`src/rtl/det_pkg.sv`:
```
// Shared constants, types and the segment glyph lookup for the
// detection counter / seven-segment scan block.
package det_pkg;

  localparam int SCAN_DIV_DEF = 100000;

  // Packed BCD total: element [0] is units, element [3] is thousands.
  typedef logic [3:0][3:0] bcd4_t;

  localparam logic [7:0] SEG_0     = 8'hC0;
  localparam logic [7:0] SEG_1     = 8'hF9;
  localparam logic [7:0] SEG_2     = 8'hA4;
  localparam logic [7:0] SEG_3     = 8'hB0;
  localparam logic [7:0] SEG_4     = 8'h99;
  localparam logic [7:0] SEG_5     = 8'h92;
  localparam logic [7:0] SEG_6     = 8'h82;
  localparam logic [7:0] SEG_7     = 8'hF8;
  localparam logic [7:0] SEG_8     = 8'h80;
  localparam logic [7:0] SEG_9     = 8'h90;
  localparam logic [7:0] SEG_BLANK = 8'hFF;
  localparam logic [7:0] SEG_DASH  = 8'hBF;

  localparam logic [3:0] AN_OFF = 4'b1111;

  function automatic logic [7:0] seg_glyph(input logic [3:0] digit);
    case (digit)
      4'd0:    return SEG_0;
      4'd1:    return SEG_1;
      4'd2:    return SEG_2;
      4'd3:    return SEG_3;
      4'd4:    return SEG_4;
      4'd5:    return SEG_5;
      4'd6:    return SEG_6;
      4'd7:    return SEG_7;
      4'd8:    return SEG_8;
      4'd9:    return SEG_9;
      default: return SEG_DASH;
    endcase
  endfunction

endpackage

```
`src/rtl/det_count_scan_if.sv`:
```
// Detector-flag / display bundle between the counter-scan block and its user.
interface det_count_scan_if;
  import det_pkg::*;

  logic       hit;
  logic       clr;
  logic       blank_lz;
  bcd4_t      total;
  logic       ovf;
  logic [3:0] an;
  logic [7:0] sseg;

  modport master (output hit, clr, blank_lz, input total, ovf, an, sseg);
  modport slave  (input hit, clr, blank_lz, output total, ovf, an, sseg);

endinterface

```
`src/rtl/bcd_cnt4.sv`:
```
// Four-digit BCD up-counter with synchronous clear and a one-cycle wrap flag.
module bcd_cnt4
  import det_pkg::*;
(
  input  logic  clk,
  input  logic  rst,
  input  logic  inc,
  input  logic  clr,
  output bcd4_t value,
  output logic  ovf
);

  bcd4_t value_inc;
  logic  carry;

  // NOTE: every always_comb output gets a default first so no latch is inferred.
  always_comb begin
    value_inc = value;
    carry     = 1'b1;
    for (int i = 0; i < 4; i++) begin
      if (carry) begin
        if (value[i] == 4'd9) begin
          value_inc[i] = 4'd0;
        end else begin
          value_inc[i] = value[i] + 4'd1;
          carry        = 1'b0;
        end
      end
    end
  end

  // carry survives the loop only when every digit was 9, i.e. 9999 -> 0000.
  always_ff @(posedge clk or negedge rst) begin
    if (!rst) begin
      value <= '0;
      ovf   <= 1'b0;
    end else if (clr) begin
      value <= '0;
      ovf   <= 1'b0;
    end else begin
      ovf <= inc & carry;
      if (inc) value <= value_inc;
    end
  end

endmodule

```
`src/rtl/det_count_scan.sv`:
```
// Counts synchronised rising edges of the detector flag into a BCD total and
// time-multiplexes that total onto a 4-digit active-low seven-segment display.
module det_count_scan
  import det_pkg::*;
#(
  parameter int SCAN_DIV = SCAN_DIV_DEF,
  parameter int DIV_W    = 17
) (
  input  logic            clk,
  input  logic            rst,
  det_count_scan_if.slave bus
);

  localparam logic [DIV_W-1:0] DIV_LAST = DIV_W'(SCAN_DIV - 1);

  logic             s1, s2, prev, pulse;
  bcd4_t            total;
  logic             ovf;
  logic [DIV_W-1:0] div;
  logic [1:0]       idx;
  logic [3:0]       lead_zero;
  logic [3:0]       an_q;
  logic [7:0]       sseg_q;

  // NOTE: sequential state uses non-blocking assignments so s1->s2->prev
  // shift as a true pipeline. The whole chain resets high so a flag already
  // high at reset release looks like a steady level, not a fresh rise.
  always_ff @(posedge clk or negedge rst) begin
    if (!rst) begin
      s1   <= 1'b1;
      s2   <= 1'b1;
      prev <= 1'b1;
    end else begin
      s1   <= bus.hit;
      s2   <= s1;
      prev <= s2;
    end
  end

  assign pulse = s2 & ~prev;

  bcd_cnt4 u_cnt (
    .clk   (clk),
    .rst   (rst),
    .inc   (pulse),
    .clr   (bus.clr),
    .value (total),
    .ovf   (ovf)
  );

  always_ff @(posedge clk or negedge rst) begin
    if (!rst) begin
      div <= '0;
      idx <= 2'd0;
    end else if (div == DIV_LAST) begin
      div <= '0;
      idx <= idx + 2'd1;
    end else begin
      div <= div + 1'b1;
    end
  end

  // A digit is a leading zero when it and every digit above it are zero.
  always_comb begin
    lead_zero    = 4'b0000;
    lead_zero[3] = (total[3] == 4'd0);
    lead_zero[2] = lead_zero[3] && (total[2] == 4'd0);
    lead_zero[1] = lead_zero[2] && (total[1] == 4'd0);
  end

  always_ff @(posedge clk or negedge rst) begin
    if (!rst) begin
      an_q   <= 4'b1110;
      sseg_q <= SEG_0;
    end else begin
      an_q   <= AN_OFF ^ (4'b0001 << idx);
      sseg_q <= (bus.blank_lz && lead_zero[idx]) ? SEG_BLANK : seg_glyph(total[idx]);
    end
  end

  assign bus.total = total;
  assign bus.ovf   = ovf;
  assign bus.an    = an_q;
  assign bus.sseg  = sseg_q;

endmodule
```
`src/flat_wrapper.sv`:
```
// flat-port wrapper written by rule: the top's interface ports become plain ports
module det_count_scan_flat import det_pkg::*;
#(
  parameter int SCAN_DIV = SCAN_DIV_DEF,
  parameter int DIV_W    = 17
)
  (clk, rst, bus_hit, bus_clr, bus_blank_lz, bus_total, bus_ovf, bus_an, bus_sseg);
  det_count_scan_if bus_i ();
  input  logic clk;
  input  logic rst;
  input wire logic [$bits(bus_i.hit)-1:0] bus_hit;
  input wire logic [$bits(bus_i.clr)-1:0] bus_clr;
  input wire logic [$bits(bus_i.blank_lz)-1:0] bus_blank_lz;
  output wire logic [$bits(bus_i.total)-1:0] bus_total;
  output wire logic [$bits(bus_i.ovf)-1:0] bus_ovf;
  output wire logic [$bits(bus_i.an)-1:0] bus_an;
  output wire logic [$bits(bus_i.sseg)-1:0] bus_sseg;
  assign bus_i.hit = bus_hit;
  assign bus_i.clr = bus_clr;
  assign bus_i.blank_lz = bus_blank_lz;
  assign bus_total = bus_i.total;
  assign bus_ovf = bus_i.ovf;
  assign bus_an = bus_i.an;
  assign bus_sseg = bus_i.sseg;
  det_count_scan #(.SCAN_DIV(SCAN_DIV), .DIV_W(DIV_W)) u_core (.clk(clk), .rst(rst), .bus(bus_i));
endmodule
```
`config.mk`:
```
export PLATFORM = sky130hd
export DESIGN_NAME = det_count_scan_flat
export DESIGN_NICKNAME = d
export VERILOG_FILES = /design/src/rtl/det_pkg.sv /design/src/rtl/det_count_scan_if.sv /design/src/rtl/bcd_cnt4.sv /design/src/rtl/det_count_scan.sv /design/src/flat_wrapper.sv
export SDC_FILE = /design/constraint.sdc
export NUM_CORES = 1
export LEC_CHECK = 0
export CAP_MARGIN = 15
export CORE_AREA = 2 2 78 87
export DETAILED_ROUTE_END_ITERATION = 16
export DIE_AREA = 0 0 80 89
export PLACE_DENSITY = 0.64
export SYNTH_ARGS = -nofsm -noshare
export SYNTH_HDL_FRONTEND = slang
export SYNTH_SLANG_ARGS = --single-unit
```
`constraint.sdc`:
```
create_clock -name clk -period 2.1 [get_ports clk]
set_input_delay 0.525 -clock clk [delete_from_list [all_inputs] [get_ports clk]]
set_output_delay 0.525 -clock clk [all_outputs]
set_load 0.1 [all_outputs]
```
==> impl_metrics.tcl <==
set metrics [dict create \
    p_per_area_nw_per_um2 561 \
    synth_top_area_share 0.396 \
    fillerInstances 563 \
    r2r_start "u_core.idx[0]" \
    fin_crit_sh 0.904 \
    cts_hold_buf 0 \
    antenna_found_initial 0 \
    arrival_ns 2.13 \
    synth-edff-count 0 \
    fp.dieArea_um2 7120 \
    status "completed" \
    num_vias 1928 \
    grt_pass1_vias 1918 \
    insertion_delay_ns 0.30 \
    area_delta_synth_final_pct 24.3 \
    grt_use_total 0.161 \
    coreArea_um2 6160 \
    fin_nets 320 \
    layout.cells.non_filler 375 \
    grt_max_degree 29 \
    crit_path_start_kind "register" \
    setup-tns-final_ns 0 \
    end_kind "register" \
    portBuffers 32 \
    netlist_area_um2 2720 \
    cts.sink_count 50 \
    r2r_setup_slack_ns 0.20 \
    clkTransAtPathRegs_ns 0.09 \
    tightestPinTransition_ns 0.505 \
    ys_async_sr_fraction 1.00 \
    drive_gt1_frac 0.258 \
    cp-endpoint "u_core.bus.sseg[3]" \
    fp-row-count 30 \
    drt_wl_total_mm 5.05 \
    gp_congestion 0.841 \
    drc 0 \
    first_pass_iters 4 \
    dp_hpwl_mm 3.89 \
    ios 34 \
    synthTopCellsByArea "dfrtp_1 (40%), ha_1 (9.7%), dfstp_2 (6.8%)" \
    rsz0062_at_grt "no" \
    die_x_um 80 \
    total_leakage_power_uw 0.00147 \
    min_path_type "primary input to async pin" \
    yosys_register_bits 50 \
    synth.yosys.seq_area_share 0.464 \
    max_freq_mhz 527 \
    yosys.area.top_type "dfrtp_1" \
    crit_fanout 9 \
    peakVddDrop_mv 0.266 \
    dp_cells 367 \
    ys_warn_count 0 \
    fin_skew_ns 0.0102 \
    tritoncts "done" \
    via_per_inst 5.14 \
    diodes 0 \
    required_ns 2.33 \
    max-slew-margin-rel 0.663 \
    routedWlPerCell_um 13.5 \
    syn_inst 257 \
    maxCapViolCount 0 \
    first_iter_violations 53 \
    hold_viol_final 0 \
    die_h_um 89 \
    grt_pass1_wl_mm 8.99 \
    overflow 0 \
    avgSynthCellArea_um2 10.6 \
    period_minus_slack_ns 1.90 \
    setup_viol 0 \
    rr_worst_depth 6 \
    synthFlopType "dfrtp_1" \
    cts_resized 0 \
    final_max_slew_viol_count 0 \
    synth_cell_type_count 50 \
    cts_buffers 5 \
    regToRegEndpoint "u_core.bus.sseg[3]" \
    cts-root-buf "clkbuf_8" \
    cts_max_level 2 \
    cts_buffer_depth 2 \
    crit_type "register to register" \
    drtAntennaViolNets 0 \
    post-cts-setup-buffer-count 0 \
    initial_core_util 0.441 \
    startpoint "u_core.idx[0]" \
    synth.net_count 283 \
]
[cell families (layout without fill, tap and decap cells)]
kind of cell | count (synthesis) | after routing | share of synthesized area
simple gates | 92 | 92 | 0.195
flops | 50 | 50 | 0.464
compound gates | 36 | 36 | 0.0746
buf+inv | 31 | 69 | 0.0613
fa+ha+maj | 21 | 21 | 0.0967
xor+xnor | 17 | 17 | 0.0548
mux | 9 | 9 | 0.0521
other cells | 1 | 1 | 0.00138
[registers in the layout, summed over array words and instances, names as in the netlist]
register            cells
u_core.u_cnt.ovf        1
u_core.prev             1
u_core.bus.sseg         7
u_core.bus.an           4
u_core.div             17
u_core.s2               1
u_core.s1               1
u_core.u_cnt.value     16
u_core.idx              2
[metal layers]
metal / routed length [um] / share of wire / track usage / vias up
met4: 87 / 0.017 / 0.0632 / 0
met3: 175 / 0.035 / 0.0293 / 8
met5: 0 / 0 / 0 / -
li1: - / - / - / 949
met1: 2350 / 0.46 / 0.213 / 939
met2: 2440 / 0.48 / 0.264 / 32
[worst min path at each step]
stage / start / slack, ns / endpoint
global placement: u_core.s1 / 0.35 / u_core.s2
finish: rst / 0.18 / u_core.bus.sseg[0]
CTS: rst / 0.19 / u_core.bus.sseg[0]
global route: rst / 0.22 / u_core.div[16]
floorplan: rst / 0.23 / u_core.bus.an[0]
detailed placement: u_core.s1 / 0.35 / u_core.s2
[power by group]
| group | internal, uW | switching (uW) |
|---|---|---|
| logic | 85.6 | 197 |
| clock network | 272 | 327 |
| registers | 986 | 25.8 |
| total | 1340 | 550 |
[placed cells by master (no fill, tap or decap), drive strengths merged, types with 4 or more instances in the layout]
master / instances
and3: 4
nor2: 18
o21ai: 18
nor3: 6
mux2i: 4
dfstp: 7
xnor2: 11
mux4: 4
a21oi: 10
nand2: 16
buf: 38
nand4: 8
inv: 20
clkbuf: 6
xor2: 6
ha: 21
dfrtp: 43
nand3: 11
[stage by stage]
stage / util / cell area [um^2] / setup WS [ns] / power (uW) / hold slack, ns
5_1_grt: 0.549 / 3380 / 0.0588 / 1980 / 0.216
2_1_floorplan: - / 2730 / 0.0568 / 1210 / 0.229
6_report: 0.549 / 3380 / 0.202 / 1890 / 0.181
4_1_cts: 0.549 / 3380 / 0.170 / 1920 / 0.191
3_5_place_dp: 0.532 / 3280 / 0.199 / 1320 / 0.348
3_3_place_gp: 0.532 / 3280 / 0.254 / 1310 / 0.348
[Yosys cell counts (all sizes together) (2+ instances only)]
library cell and instances:
o21ai 18, inv 20, nand3 11, a21oi 10, xnor2 11, ha 21
and3 4, a21o 2, nor4bb 2, or3 3, mux2i 4, nor2 18
nand2 16, dfstp 7, xor2 6, nor3 6, mux4 4, and4 3
or2 2, nand4 8, and3b 3, dfrtp 43, nor3b 3, nor2b 2
and2 3, buf 10
[cell type report]
class	count	area, um^2	area share
clock inverters	2	17.5	0.00519
inverters	20	75.1	0.0222
flip-flops and latches	50	1270	0.377
well taps	80	100	0.0296
multi-input cells	176	1290	0.382
clock buffers	6	82.6	0.0245
repair buffers	41	538	0.159
[critical path, cell delays in order (launching register included)]
cell and delay (ns):
dfrtp_1 0.57, mux4_2 0.62, inv_1 0.13, ha_1 0.25, inv_1 0.06, mux2i_1 0.05, o21ai_0 0.14
(Power assumes the default switching activity.)
